File: src/rtl/rv32i_pkg.sv
// Shared RV32I definitions: datapath width, ALU opcodes, branch conditions and
// the ID/EX pipeline register layout.
package rv32i_pkg;

   localparam int XLEN = 32;

   typedef logic [XLEN-1:0] word_t;
   typedef logic [4:0]      reg_idx_t;

   localparam logic [3:0] ALU_ADD  = 4'd0;
   localparam logic [3:0] ALU_SLL  = 4'd1;
   localparam logic [3:0] ALU_SLT  = 4'd2;
   localparam logic [3:0] ALU_SLTU = 4'd3;
   localparam logic [3:0] ALU_XOR  = 4'd4;
   localparam logic [3:0] ALU_SRL  = 4'd5;
   localparam logic [3:0] ALU_OR   = 4'd6;
   localparam logic [3:0] ALU_AND  = 4'd7;
   localparam logic [3:0] ALU_SUB  = 4'd8;
   localparam logic [3:0] ALU_SRA  = 4'd9;

   localparam logic [2:0] BR_BEQ  = 3'b000;
   localparam logic [2:0] BR_BNE  = 3'b001;
   localparam logic [2:0] BR_BLT  = 3'b100;
   localparam logic [2:0] BR_BGE  = 3'b101;
   localparam logic [2:0] BR_BLTU = 3'b110;
   localparam logic [2:0] BR_BGEU = 3'b111;
   // Not a funct3 branch encoding; the ALU never reports Z for it.
   localparam logic [2:0] BR_NONE = 3'b010;

   typedef struct packed {
      logic       valid;
      word_t      pc;
      reg_idx_t   rs1;
      reg_idx_t   rs2;
      word_t      rs1_data;
      word_t      rs2_data;
      reg_idx_t   rd;
      word_t      imm;
      logic [3:0] alu_op;
      logic [2:0] branch;
      logic       is_branch;
      logic       use_imm;
      logic       use_pc;
      logic       mem_read;
      logic       mem_write;
      logic       reg_write;
   } ex_regs_t;

   function automatic ex_regs_t bubble_regs();
      ex_regs_t r;
      r        = '0;
      r.branch = BR_NONE;
      return r;
   endfunction

endpackage

File: src/rtl/id_ex_stage_if.sv
// Decode-to-ID/EX bus: the decoded instruction flows down, stall_id flows back.
interface id_ex_stage_if;
   import rv32i_pkg::*;

   logic       id_valid;
   word_t      id_pc;
   reg_idx_t   id_rs1;
   reg_idx_t   id_rs2;
   word_t      id_rs1_data;
   word_t      id_rs2_data;
   reg_idx_t   id_rd;
   word_t      id_imm;
   logic [3:0] id_alu_op;
   logic [2:0] id_branch;
   logic       id_is_branch;
   logic       id_use_imm;
   logic       id_use_pc;
   logic       id_mem_read;
   logic       id_mem_write;
   logic       id_reg_write;
   logic       id_uses_rs1;
   logic       id_uses_rs2;
   logic       stall_id;

   modport master (
      output id_valid, id_pc, id_rs1, id_rs2, id_rs1_data, id_rs2_data, id_rd,
             id_imm, id_alu_op, id_branch, id_is_branch, id_use_imm, id_use_pc,
             id_mem_read, id_mem_write, id_reg_write, id_uses_rs1, id_uses_rs2,
      input  stall_id
   );

   modport slave (
      input  id_valid, id_pc, id_rs1, id_rs2, id_rs1_data, id_rs2_data, id_rd,
             id_imm, id_alu_op, id_branch, id_is_branch, id_use_imm, id_use_pc,
             id_mem_read, id_mem_write, id_reg_write, id_uses_rs1, id_uses_rs2,
      output stall_id
   );
endinterface

File: src/rtl/id_ex_stage_fwd_mux.sv
// Operand forwarding for one source register: EX/MEM, then MEM/WB, then the
// value read at decode. x0 always reads zero.
module fwd_mux
   import rv32i_pkg::*;
(
   input  reg_idx_t src,
   input  word_t    reg_data,
   input  reg_idx_t exm_rd,
   input  logic     exm_reg_write,
   input  word_t    exm_result,
   input  reg_idx_t mwb_rd,
   input  logic     mwb_reg_write,
   input  word_t    mwb_result,
   output word_t    data
);

   always_comb begin
      data = reg_data;
      if (src == 5'd0) begin
         data = '0;
      end else if (exm_reg_write && exm_rd == src) begin
         data = exm_result;
      end else if (mwb_reg_write && mwb_rd == src) begin
         data = mwb_result;
      end
   end

endmodule

File: src/rtl/id_ex_stage.sv
// ID/EX pipeline register feeding the ALU: load-use bubble insertion, flush,
// and forwarded operand selection.
module id_ex_stage
   import rv32i_pkg::*;
(
   input  logic               clk,
   input  logic               rst,
   id_ex_stage_if.slave       dec,
   input  logic               flush,
   input  reg_idx_t           exm_rd,
   input  logic               exm_reg_write,
   input  word_t              exm_result,
   input  reg_idx_t           mwb_rd,
   input  logic               mwb_reg_write,
   input  word_t              mwb_result,
   output logic               ex_valid,
   output word_t              ex_A,
   output word_t              ex_B,
   output logic [3:0]         ex_opcode,
   output logic [2:0]         ex_branch,
   output logic               ex_is_branch,
   output logic               ex_mem_read,
   output logic               ex_mem_write,
   output logic               ex_reg_write,
   output reg_idx_t           ex_rd,
   output word_t              ex_pc,
   output word_t              ex_store_data
);

   ex_regs_t ex_reg;
   ex_regs_t ex_next;
   logic     haz;
   word_t    fwd_rs1;
   word_t    fwd_rs2;

   assign haz = dec.id_valid && ex_reg.valid && ex_reg.mem_read && (ex_reg.rd != 5'd0) &&
                ((dec.id_uses_rs1 && dec.id_rs1 == ex_reg.rd) ||
                 (dec.id_uses_rs2 && dec.id_rs2 == ex_reg.rd));

   // A flush kills whatever decode holds, so there is nothing left to stall for.
   assign dec.stall_id = haz && !flush && !rst;

   always_comb begin
      ex_next = bubble_regs();
      if (!flush && !haz && dec.id_valid) begin
         ex_next.valid     = 1'b1;
         ex_next.pc        = dec.id_pc;
         ex_next.rs1       = dec.id_rs1;
         ex_next.rs2       = dec.id_rs2;
         ex_next.rs1_data  = dec.id_rs1_data;
         ex_next.rs2_data  = dec.id_rs2_data;
         ex_next.rd        = dec.id_rd;
         ex_next.imm       = dec.id_imm;
         ex_next.alu_op    = dec.id_alu_op;
         ex_next.branch    = dec.id_is_branch ? dec.id_branch : BR_NONE;
         ex_next.is_branch = dec.id_is_branch;
         ex_next.use_imm   = dec.id_use_imm;
         ex_next.use_pc    = dec.id_use_pc;
         ex_next.mem_read  = dec.id_mem_read;
         ex_next.mem_write = dec.id_mem_write;
         ex_next.reg_write = dec.id_reg_write;
      end
   end

   always_ff @(posedge clk) begin
      if (rst) begin
         ex_reg <= bubble_regs();
      end else begin
         ex_reg <= ex_next;
      end
   end

   fwd_mux u_fwd_rs1 (
      .src           (ex_reg.rs1),
      .reg_data      (ex_reg.rs1_data),
      .exm_rd        (exm_rd),
      .exm_reg_write (exm_reg_write),
      .exm_result    (exm_result),
      .mwb_rd        (mwb_rd),
      .mwb_reg_write (mwb_reg_write),
      .mwb_result    (mwb_result),
      .data          (fwd_rs1)
   );

   fwd_mux u_fwd_rs2 (
      .src           (ex_reg.rs2),
      .reg_data      (ex_reg.rs2_data),
      .exm_rd        (exm_rd),
      .exm_reg_write (exm_reg_write),
      .exm_result    (exm_result),
      .mwb_rd        (mwb_rd),
      .mwb_reg_write (mwb_reg_write),
      .mwb_result    (mwb_result),
      .data          (fwd_rs2)
   );

   assign ex_valid      = ex_reg.valid;
   assign ex_A          = ex_reg.use_pc ? ex_reg.pc : fwd_rs1;
   assign ex_B          = ex_reg.use_imm ? ex_reg.imm : fwd_rs2;
   assign ex_store_data = fwd_rs2;
   assign ex_opcode     = ex_reg.alu_op;
   assign ex_branch     = ex_reg.branch;
   assign ex_is_branch  = ex_reg.is_branch;
   assign ex_mem_read   = ex_reg.mem_read;
   assign ex_mem_write  = ex_reg.mem_write;
   assign ex_reg_write  = ex_reg.reg_write;
   assign ex_rd         = ex_reg.rd;
   assign ex_pc         = ex_reg.pc;

endmodule

File: src/flat_wrapper.sv
// flat-port wrapper written by rule: the top's interface ports become plain ports
module id_ex_stage_flat import rv32i_pkg::*;
  (clk, rst, flush, exm_rd, exm_reg_write, exm_result, mwb_rd, mwb_reg_write, mwb_result, ex_valid, ex_A, ex_B, ex_opcode, ex_branch, ex_is_branch, ex_mem_read, ex_mem_write, ex_reg_write, ex_rd, ex_pc, ex_store_data, dec_id_valid, dec_id_pc, dec_id_rs1, dec_id_rs2, dec_id_rs1_data, dec_id_rs2_data, dec_id_rd, dec_id_imm, dec_id_alu_op, dec_id_branch, dec_id_is_branch, dec_id_use_imm, dec_id_use_pc, dec_id_mem_read, dec_id_mem_write, dec_id_reg_write, dec_id_uses_rs1, dec_id_uses_rs2, dec_stall_id);
  id_ex_stage_if dec_i ();
  input  logic clk;
  input  logic rst;
  input  logic flush;
  input  reg_idx_t exm_rd;
  input  logic exm_reg_write;
  input  word_t exm_result;
  input  reg_idx_t mwb_rd;
  input  logic mwb_reg_write;
  input  word_t mwb_result;
  output logic ex_valid;
  output word_t ex_A;
  output word_t ex_B;
  output logic [3:0] ex_opcode;
  output logic [2:0] ex_branch;
  output logic ex_is_branch;
  output logic ex_mem_read;
  output logic ex_mem_write;
  output logic ex_reg_write;
  output reg_idx_t ex_rd;
  output word_t ex_pc;
  output word_t ex_store_data;
  input wire logic [$bits(dec_i.id_valid)-1:0] dec_id_valid;
  input wire logic [$bits(dec_i.id_pc)-1:0] dec_id_pc;
  input wire logic [$bits(dec_i.id_rs1)-1:0] dec_id_rs1;
  input wire logic [$bits(dec_i.id_rs2)-1:0] dec_id_rs2;
  input wire logic [$bits(dec_i.id_rs1_data)-1:0] dec_id_rs1_data;
  input wire logic [$bits(dec_i.id_rs2_data)-1:0] dec_id_rs2_data;
  input wire logic [$bits(dec_i.id_rd)-1:0] dec_id_rd;
  input wire logic [$bits(dec_i.id_imm)-1:0] dec_id_imm;
  input wire logic [$bits(dec_i.id_alu_op)-1:0] dec_id_alu_op;
  input wire logic [$bits(dec_i.id_branch)-1:0] dec_id_branch;
  input wire logic [$bits(dec_i.id_is_branch)-1:0] dec_id_is_branch;
  input wire logic [$bits(dec_i.id_use_imm)-1:0] dec_id_use_imm;
  input wire logic [$bits(dec_i.id_use_pc)-1:0] dec_id_use_pc;
  input wire logic [$bits(dec_i.id_mem_read)-1:0] dec_id_mem_read;
  input wire logic [$bits(dec_i.id_mem_write)-1:0] dec_id_mem_write;
  input wire logic [$bits(dec_i.id_reg_write)-1:0] dec_id_reg_write;
  input wire logic [$bits(dec_i.id_uses_rs1)-1:0] dec_id_uses_rs1;
  input wire logic [$bits(dec_i.id_uses_rs2)-1:0] dec_id_uses_rs2;
  output wire logic [$bits(dec_i.stall_id)-1:0] dec_stall_id;
  assign dec_i.id_valid = dec_id_valid;
  assign dec_i.id_pc = dec_id_pc;
  assign dec_i.id_rs1 = dec_id_rs1;
  assign dec_i.id_rs2 = dec_id_rs2;
  assign dec_i.id_rs1_data = dec_id_rs1_data;
  assign dec_i.id_rs2_data = dec_id_rs2_data;
  assign dec_i.id_rd = dec_id_rd;
  assign dec_i.id_imm = dec_id_imm;
  assign dec_i.id_alu_op = dec_id_alu_op;
  assign dec_i.id_branch = dec_id_branch;
  assign dec_i.id_is_branch = dec_id_is_branch;
  assign dec_i.id_use_imm = dec_id_use_imm;
  assign dec_i.id_use_pc = dec_id_use_pc;
  assign dec_i.id_mem_read = dec_id_mem_read;
  assign dec_i.id_mem_write = dec_id_mem_write;
  assign dec_i.id_reg_write = dec_id_reg_write;
  assign dec_i.id_uses_rs1 = dec_id_uses_rs1;
  assign dec_i.id_uses_rs2 = dec_id_uses_rs2;
  assign dec_stall_id = dec_i.stall_id;
  id_ex_stage u_core (.clk(clk), .rst(rst), .dec(dec_i), .flush(flush), .exm_rd(exm_rd), .exm_reg_write(exm_reg_write), .exm_result(exm_result), .mwb_rd(mwb_rd), .mwb_reg_write(mwb_reg_write), .mwb_result(mwb_result), .ex_valid(ex_valid), .ex_A(ex_A), .ex_B(ex_B), .ex_opcode(ex_opcode), .ex_branch(ex_branch), .ex_is_branch(ex_is_branch), .ex_mem_read(ex_mem_read), .ex_mem_write(ex_mem_write), .ex_reg_write(ex_reg_write), .ex_rd(ex_rd), .ex_pc(ex_pc), .ex_store_data(ex_store_data));
endmodule
File: config.mk
export PLATFORM = sky130hd
export DESIGN_NAME = id_ex_stage_flat
export DESIGN_NICKNAME = d
export VERILOG_FILES = /design/src/rtl/rv32i_pkg.sv /design/src/rtl/id_ex_stage_if.sv /design/src/rtl/id_ex_stage_fwd_mux.sv /design/src/rtl/id_ex_stage.sv /design/src/flat_wrapper.sv
export SDC_FILE = /design/constraint.sdc
export NUM_CORES = 1
export LEC_CHECK = 0
export ABC_CLOCK_PERIOD_IN_PS = 6300
export BUFFER_PORTS_ARGS = -buffer_cell sky130_fd_sc_hd__buf_4
export CELL_PAD_IN_SITES_DETAIL_PLACEMENT = 0
export CELL_PAD_IN_SITES_GLOBAL_PLACEMENT = 1
export CORE_ASPECT_RATIO = 1.4
export CORE_UTILIZATION = 37
export CTS_CLUSTER_SIZE = 8
export DETAILED_ROUTE_END_ITERATION = 8
export GPL_ROUTABILITY_DRIVEN = 0
export MAX_ROUTING_LAYER = met4
export PLACE_DENSITY = 0.95
export SETUP_SLACK_MARGIN = 0.5
export SYNTH_ARGS = -nofsm -noshare
export SYNTH_HDL_FRONTEND = slang
export SYNTH_HIERARCHICAL = 1
export SYNTH_SLANG_ARGS = --single-unit
File: constraint.sdc
create_clock -name clk -period 6.3 [get_ports clk]
set_input_delay 1.26 -clock clk [delete_from_list [all_inputs] [get_ports clk]]
set_output_delay 1.26 -clock clk [all_outputs]
set_load 0.01 [all_outputs]
Yosys cells after proc, flatten, opt, wreduce, memory -nomap -nowiden
Cells that the tools add are included.

operators by class
  eq/ne operators = 6
  bitwise logic cells = 2
  mux-type cells = 10
  reductions and logical operators = 23

operator list
  cell                 number
  32-bit two-way mux   8
  157-bit two-way mux  1
  5-bit == test        6
  1-bit logical AND    14
  5-bit logical NOT    2
  5-bit nonzero test   1
  1-bit logical NOT    3
  3-bit two-way mux    1
  3-bit OR reduction   1
  1-bit NOT            2
  2-bit OR reduction   1
  1-bit logical OR     1

storage, ports and cells
  word-level logic and storage cells = 57
  input bits = 238
  output and inout port bits = 146
  register bits = 157

Logic depth before layout (Yosys ltp)
Gate-level depths: netlist of run 1.

  depth after elaboration = 9
  gate-level depth with buffers = 7

Cells and area by module
Netlist of run 1, hierarchy kept.

by module, submodules not included
  module       instances  cells an instance  area an instance (um^2)  sequential area each (um^2)
  id_ex_stage  1          675                6247.2                   3143.0
  fwd_mux      2          196                1253.7                   0.0

Worst setup path before layout of run 1
Ideal clock, no wire load.

  path kind = input port to output port
  start point = input port mwb_rd[2]
  end point = output port ex_B[29]
  setup slack = 2306 ps
  required time = 5040 ps
  stages = 7
  arrival = 2734 ps
  cells stage by stage = xnor2_1 and4_1 buf_2 buf_2 nand4_1 a311oi_1 mux2_2

between the ends
  cells in the longest elaborated chain, start to end = 6

ends and longest elaborated chain
  element                line                       source
  start: declaration     flat_wrapper.sv:11         input reg_idx_t mwb_rd;
  5-bit == test          id_ex_stage_fwd_mux.sv:23  end else if (mwb_reg_write && mwb_rd == src) begin
  1-bit logical AND      id_ex_stage_fwd_mux.sv:23
  32-bit two-way mux     id_ex_stage_fwd_mux.sv:23
  32-bit two-way mux     id_ex_stage_fwd_mux.sv:21  end else if (exm_reg_write && exm_rd == src) begin
  32-bit two-way mux     id_ex_stage_fwd_mux.sv:19  if (src == 5'd0) begin
  via ex_store_data[29]  flat_wrapper.sv:25         output word_t ex_store_data;
  32-bit two-way mux     id_ex_stage.sv:99          assign ex_B = ex_reg.use_imm ? ex_reg.imm : fwd_rs2;
  end: declaration       flat_wrapper.sv:16         output word_t ex_B;

The timed path passes the listed nets, and every way through them passes these cells.

Final worst setup path of run 1
  start point = input port mwb_reg_write
  end point = output port ex_B[14]

between the ends
  cells in the longest elaborated chain, start to end = 5

ends and longest elaborated chain
  element             line                       source
  start: declaration  flat_wrapper.sv:12         input logic mwb_reg_write;
  1-bit logical AND   id_ex_stage_fwd_mux.sv:23
  32-bit two-way mux  id_ex_stage_fwd_mux.sv:23
  32-bit two-way mux  id_ex_stage_fwd_mux.sv:21
  32-bit two-way mux  id_ex_stage_fwd_mux.sv:19
  32-bit two-way mux  id_ex_stage.sv:99

Every way passes these cells.

==> results of run 1 <==
[logic make-up after synthesis]
| logic type | share of synthesized area |
|---|---|
| compound gates | 0.238 |
| xor+xnor | 0.0317 |
| buf+inv | 0.106 |
| flops | 0.359 |
| mux | 0.0823 |
| simple gates | 0.182 |
[area by class of cell]
class	count	share of cell area
timing repair buffer	401	0.255
multi-input combinational	726	0.401
clock buffer	21	0.0380
sequential	157	0.265
tap	306	0.0323
clock inverter	11	0.00803
antenna	2	0.000423
[metal layers]
layer,track usage,vias to the layer above
met5,-,-
met4,0.120,0
met3,0.0631,75
met2,0.494,499
met1,0.354,4541
li1,-,4389
[worst max path at each step]
stage / from / end / slack, ns / depth (start not counted)
final: mwb_reg_write / ex_B[14] / 1.27 / 6
after detailed placement: mwb_reg_write / ex_B[19] / 1.33 / 6
after floorplan: mwb_rd[2] / ex_B[29] / 2.31 / 7
after global routing: mwb_reg_write / ex_B[6] / 1.04 / 6
after CTS: mwb_reg_write / ex_B[19] / 1.35 / 6
after global placement: mwb_reg_write / ex_B[12] / 1.43 / 6
[metrics by stage]
step	setup slack (ns)	instance area, sq um
CTS	1.35	11800
finish	1.27	11800
global route	1.04	11800
floorplan	2.31	8750
global placement	1.43	11300
detailed placement	1.33	11300
[cells in the final DEF, fill, tap and decap left out, types with 3 or more instances in the layout]
| cell | instances |
|---|---|
| o21ai_0 | 62 |
| clkbuf_1 | 3 |
| o22a_1 | 36 |
| mux2_2 | 64 |
| a311oi_2 | 20 |
| nor2_4 | 3 |
| a21oi_1 | 156 |
| a211oi_1 | 36 |
| nand4_1 | 36 |
| clkinv_4 | 4 |
| dfxtp_1 | 156 |
| clkbuf_16 | 17 |
| nor3_1 | 65 |
| nand2_1 | 5 |
| a311oi_1 | 8 |
| xnor2_1 | 28 |
| clkinv_2 | 6 |
| buf_4 | 400 |
| nand3_1 | 190 |
[power by group]
group | switching [mW] | total [mW] | internal, mW
registers | 0.0160 | 1.04 | 1.02
logic | 0.215 | 0.400 | 0.184
clock network | 0.422 | 0.973 | 0.551
total | 0.653 | 2.41 | 1.76
[worst max-delay path: cells and delay by family]
kind | cells | cell delay (ns)
muxes | 1 | 0.34
and+or+nand+nor | 1 | 0.79
AOI/OAI and AO/OA | 2 | 0.70
buffers and inverters | 2 | 0.64
==> results.py, run 1 <==
metrics = {
    "worst_setup_path": {
        "r2r_start": "u_core/ex_rd[3]",
        "path_cells": "buf_4 > nand2_1 > o21ai_0 > a211oi_1 > mux2_2 > buf_4",
        "setup.worst_path.class": "primary input to primary output",
        "cpPeakStageDelay_ns": 0.79,
        "cp.required_ns": 5.04,
        "path_max_fanout": 66,
        "worst_setup_path_start_kind": "primary input",
        "worstPathArrival_ns": 3.77,
        "cpMostUsedCell": "buf_4",
        "worst_path_max_delay_cell": "nand2_1",
        "r2r_cells": 6,
        "r2r_setup_slack_ns": 2.98,
        "r2r_end": "u_core/ex_reg[55]",
        "endpoint_kind": "primary output",
    },
    "die": {
        "dieArea_sq_um": 24300,
        "die_y_um": 184,
        "core_area_sq_um": 23200,
        "die_w_um": 132,
        "rows": 66,
        "ioPinCount": 384,
        "initial_core_util": 0.377,
    },
    "timing": {
        "period_share": 0.799,
        "period_minus_slack_ns": 5.03,
        "maxSlewHeadroom": 0.265,
        "timing.hold.ws_ns": 1.00,
        "finalSetupViolCount": 0,
        "hold_viol_final": 0,
        "worst_pin_slew_ns": 1.10,
        "setup-tns-final_ns": 0,
        "rsz0062_at_grt": "false",
        "maxSlewViolCount": 0,
        "clock_skew_ns": 0.00624,
        "timing.fmax_mhz": 199,
    },
    "detailed_routing": {
        "drt_iter0_drc": 1077,
        "drcViolationCount": 0,
        "dr_wl_met3_mm": 2.70,
        "drt-met1-wl_mm": 14.4,
        "drtAntennaViolNets": 0,
        "highest_layer": "met4",
        "vias": 9504,
        "wl_per_cell_um": 22.3,
        "via_per_inst": 5.85,
        "drt_wl_total_mm": 36.3,
        "drt_pass1_iterations": 6,
        "wl_met2_mm": 17.9,
    },
    "clocking": {
        "holdBufCountCts": 0,
        "cts.sinks": 157,
        "post-cts-setup-buffers": 0,
        "cts_max_level": 4,
        "clk_path_buf_depth": 2,
        "clk_pin_slew_ns": 0.06,
        "cts_tree": "done",
        "cts_root_buf": "clkbuf_16",
        "clock_latency_ns": 0.44,
        "cts-resized-gates": 0,
        "numCtsBuffers": 17,
    },
    "outcome": {
        "outcome": "completed",
    },
    "cells_and_area": {
        "nNetsFinal": 1541,
        "fill_cells": 2243,
        "ff_latch_area_sq_um": 3140,
        "multi_input_area_sq_um": 4740,
        "drive_gt1_frac": 0.398,
        "final_util": 0.510,
        "syn2layout_area_growth_pct": 35.3,
        "largest_reg_flops": 108,
        "finalNonFillerCells": 1624,
    },
    "global_route": {
        "grt_use_total": 0.299,
        "grt_max_degree": 157,
        "grt_pass1_vias": 8921,
        "grt-ovfl-total": 0,
        "grt_pass1_wl_mm": 53.9,
        "antenna_found_initial": 2,
    },
    "logic_synthesis": {
        "yosys.area.top_type": "dfxtp_1",
        "yosysUniqueCellTypes": 28,
        "synthTopCellsByCount": "nand3_1, dfxtp_1, a21oi_1, clkbuf_1, nor3_1",
        "ys_seq_area_frac": 0.359,
        "synth_area_sq_um": 8750,
        "yosysMostFrequentCell": "nand3_1",
        "synth_cells": 1067,
        "ys_ff_latch": 157,
        "synth_nets": 1305,
        "postSynthAreaPerCell_sq_um": 8.20,
        "synthTopCellsByArea": "dfxtp_1, nand3_1, a21oi_1, mux2_2, buf_4",
        "synth_edf_count": 0,
        "synthFlopType": "dfxtp_1",
        "synth.yosys.warnings": 6,
        "synth-async-reset-ratio": 0,
        "yosysTopAreaCellShare": 0.359,
    },
    "worst_hold_path": {
        "hold-path-cell-count": 2,
        "worstHoldStart": "dec_id_branch[1]",
        "hold_path_class": "primary input to register",
        "min_to": "u_core/ex_branch[1]",
    },
    "flow_run": {
        "max_cap_viol_count": 0,
    },
    "placed_design": {
        "hpwl_mm": 26.7,
        "dpl.cell_count": 1590,
        "io_buffer_count": 383,
    },
    "power_and_ir_drop": {
        "cellLeakagePower_nw": 4.72,
        "power_density_nw_per_um2": 203,
        "finalPower_mw": 2.41,
        "peakVddDrop_mv": 0.199,
    },
}
No activity file was read; power rests on OpenSTA's default activity.
==> run 2, diff against run 1 <==
Settings changed: ABC_CLOCK_PERIOD_IN_PS 6300 to 4280, CORE_UTILIZATION 37 to 31, PLACE_DENSITY 0.95 to 0.89.
Clock period 6.3 ns to 4.28 ns, I/O delays scaled along.
==> results.py, run 2 (synthesized netlist as in run 1, its figures left out) <==
metrics = {
    "outcome": {
        "outcome": "completed",
    },
    "detailed_routing": {
        "drt_pass1_iterations": 7,
        "drt_iter0_drc": 715,
        "vias": 9389,
        "drtAntennaViolNets": 0,
        "drcViolationCount": 0,
        "via_per_inst": 5.52,
        "wl_per_cell_um": 22.7,
        "drt_wl_total_mm": 38.7,
    },
    "clocking": {
        "clk_pin_slew_ns": 0.07,
        "cts_root_buf": "clkbuf_16",
        "clock_latency_ns": 0.45,
        "clk_path_buf_depth": 2,
        "holdBufCountCts": 0,
        "cts_max_level": 4,
        "cts_tree": "done",
        "cts.sinks": 157,
        "numCtsBuffers": 17,
    },
    "cells_and_area": {
        "syn2layout_area_growth_pct": 39.9,
        "layout_common_cells": "buf_4, nand3_1, a21oi_1",
        "drive_gt1_frac": 0.409,
        "largest_reg_flops": 108,
        "final_common_cell": "buf_4",
        "fin_area_sq_um": 12200,
        "nNetsFinal": 1552,
        "fill_cells": 2757,
    },
    "timing": {
        "maxSlewViolCount": 0,
        "setup-tns-final_ns": 0,
        "hold_viol_final": 0,
        "period_share": 0.876,
        "timing.fmax_mhz": 267,
        "finalSetupViolCount": 0,
        "period_minus_slack_ns": 3.75,
        "clock_skew_ns": 0.00889,
        "rsz0062_at_grt": "false",
        "maxSlewHeadroom": 0.399,
        "timing.hold.ws_ns": 0.587,
        "worst_pin_slew_ns": 0.902,
    },
    "global_route": {
        "antenna_found_initial": 5,
        "grt_pass1_wl_mm": 57.6,
        "grt_pass1_vias": 9397,
        "grt_max_degree": 158,
        "grt-ovfl-total": 0,
        "grt_use_total": 0.276,
    },
    "power_and_ir_drop": {
        "peakVddDrop_mv": 0.277,
        "cellLeakagePower_nw": 4.85,
        "power_density_nw_per_um2": 313,
    },
    "die": {
        "ioPinCount": 384,
        "initial_core_util": 0.317,
        "rows": 72,
        "die_w_um": 144,
        "dieArea_sq_um": 28900,
        "core_area_sq_um": 27700,
        "die_y_um": 201,
    },
    "placed_design": {
        "hpwl_mm": 27.9,
        "place_area_sq_um": 11500,
        "io_buffer_count": 383,
    },
    "worst_setup_path": {
        "cpPeakStageDelay_ns": 0.63,
        "cp.required_ns": 3.42,
        "crit_family": "simple AND/OR/NAND/NOR gates",
        "crit_buf_inv": 3,
        "path_cells": "buf_4 > xnor2_1 > nand4_1 > buf_12 > nor3_1 > a311oi_2 > mux2_2 > buf_4",
        "r2r_setup_slack_ns": 2.21,
        "endpoint_kind": "primary output",
        "worst_path_max_delay_cell": "nor3_1",
        "worstPathArrival_ns": 2.89,
        "setup.worst_path.class": "primary input to primary output",
        "path_max_fanout": 50,
        "worst_setup_path_start_kind": "primary input",
        "cpMostUsedCell": "buf_4",
    },
    "flow_run": {
        "max_cap_viol_count": 0,
    },
    "worst_hold_path": {
        "hold_path_class": "primary input to register",
    },
}
==> run 2: routing by layer <==
layer / routed length [um] / track usage
met1: 15400 / 0.324
met2: 19100 / 0.441
met3: 2740 / 0.0599
met4: 1450 / 0.136
met5: 0 / -
==> run 2: stage by stage <==
stage | setup slack (ns) | instances | total power, mW | util
2_1_floorplan | 1.09 | 1067 | 1.83 | -
3_3_place_gp | 0.534 | 1661 | 2.16 | 0.417
3_5_place_dp | 0.535 | 1661 | 2.17 | 0.417
4_1_cts | 0.435 | 1694 | 3.85 | 0.440
5_1_grt | 0.509 | 1702 | 3.98 | 0.443
6_report | 0.531 | 1702 | 3.83 | 0.443
==> run 2: final cells by class <==
type / count / area, sq um / area share
clock buffers: 20 / 457 / 0.0373
repair buffers: 411 / 3210 / 0.262
multi-input cells: 727 / 4770 / 0.390
diodes: 5 / 12.5 / 0.00102
well taps: 370 / 463 / 0.0378
clock inverters: 12 / 183 / 0.0149
flip-flops and latches: 157 / 3150 / 0.257
==> run 2: timing repair <==
action	4_1_cts	5_1_grt
resized for setup	1	5
buffers inserted	0	3
cloned	1	0
setup endpoints to repair	7	30
pin swaps	1	1
==> run 2: worst reg2reg max path, stage by stage, from the launching register on <==
cell,delay [ns]
dfxtp_1,0.44
xnor2_1,0.15
nand4_1,0.17
o22ai_4,0.25
buf_12,0.57
a21oi_1,0.32
==> run 2: final timing paths <==
| check | start | cells past startpoint | to |
|---|---|---|---|
| setup / recovery | exm_rd[1] | 8 | ex_B[10] |
| hold / removal | dec_id_branch[1] | 2 | u_core/ex_branch[1] |
| setup reg to reg | u_core/ex_rd[2] | 5 | u_core/ex_reg[59] |
| hold reg to reg | u_core/ex_valid | 4 | u_core/ex_pc[10] |
==> run 2: where the power goes <==
part	leakage, nW	switching, mW	internal, mW	total, mW
Clock	0.304	0.665	1.01	1.68
Sequential	1.28	0.0261	1.50	1.53
Combinational	3.27	0.332	0.296	0.628
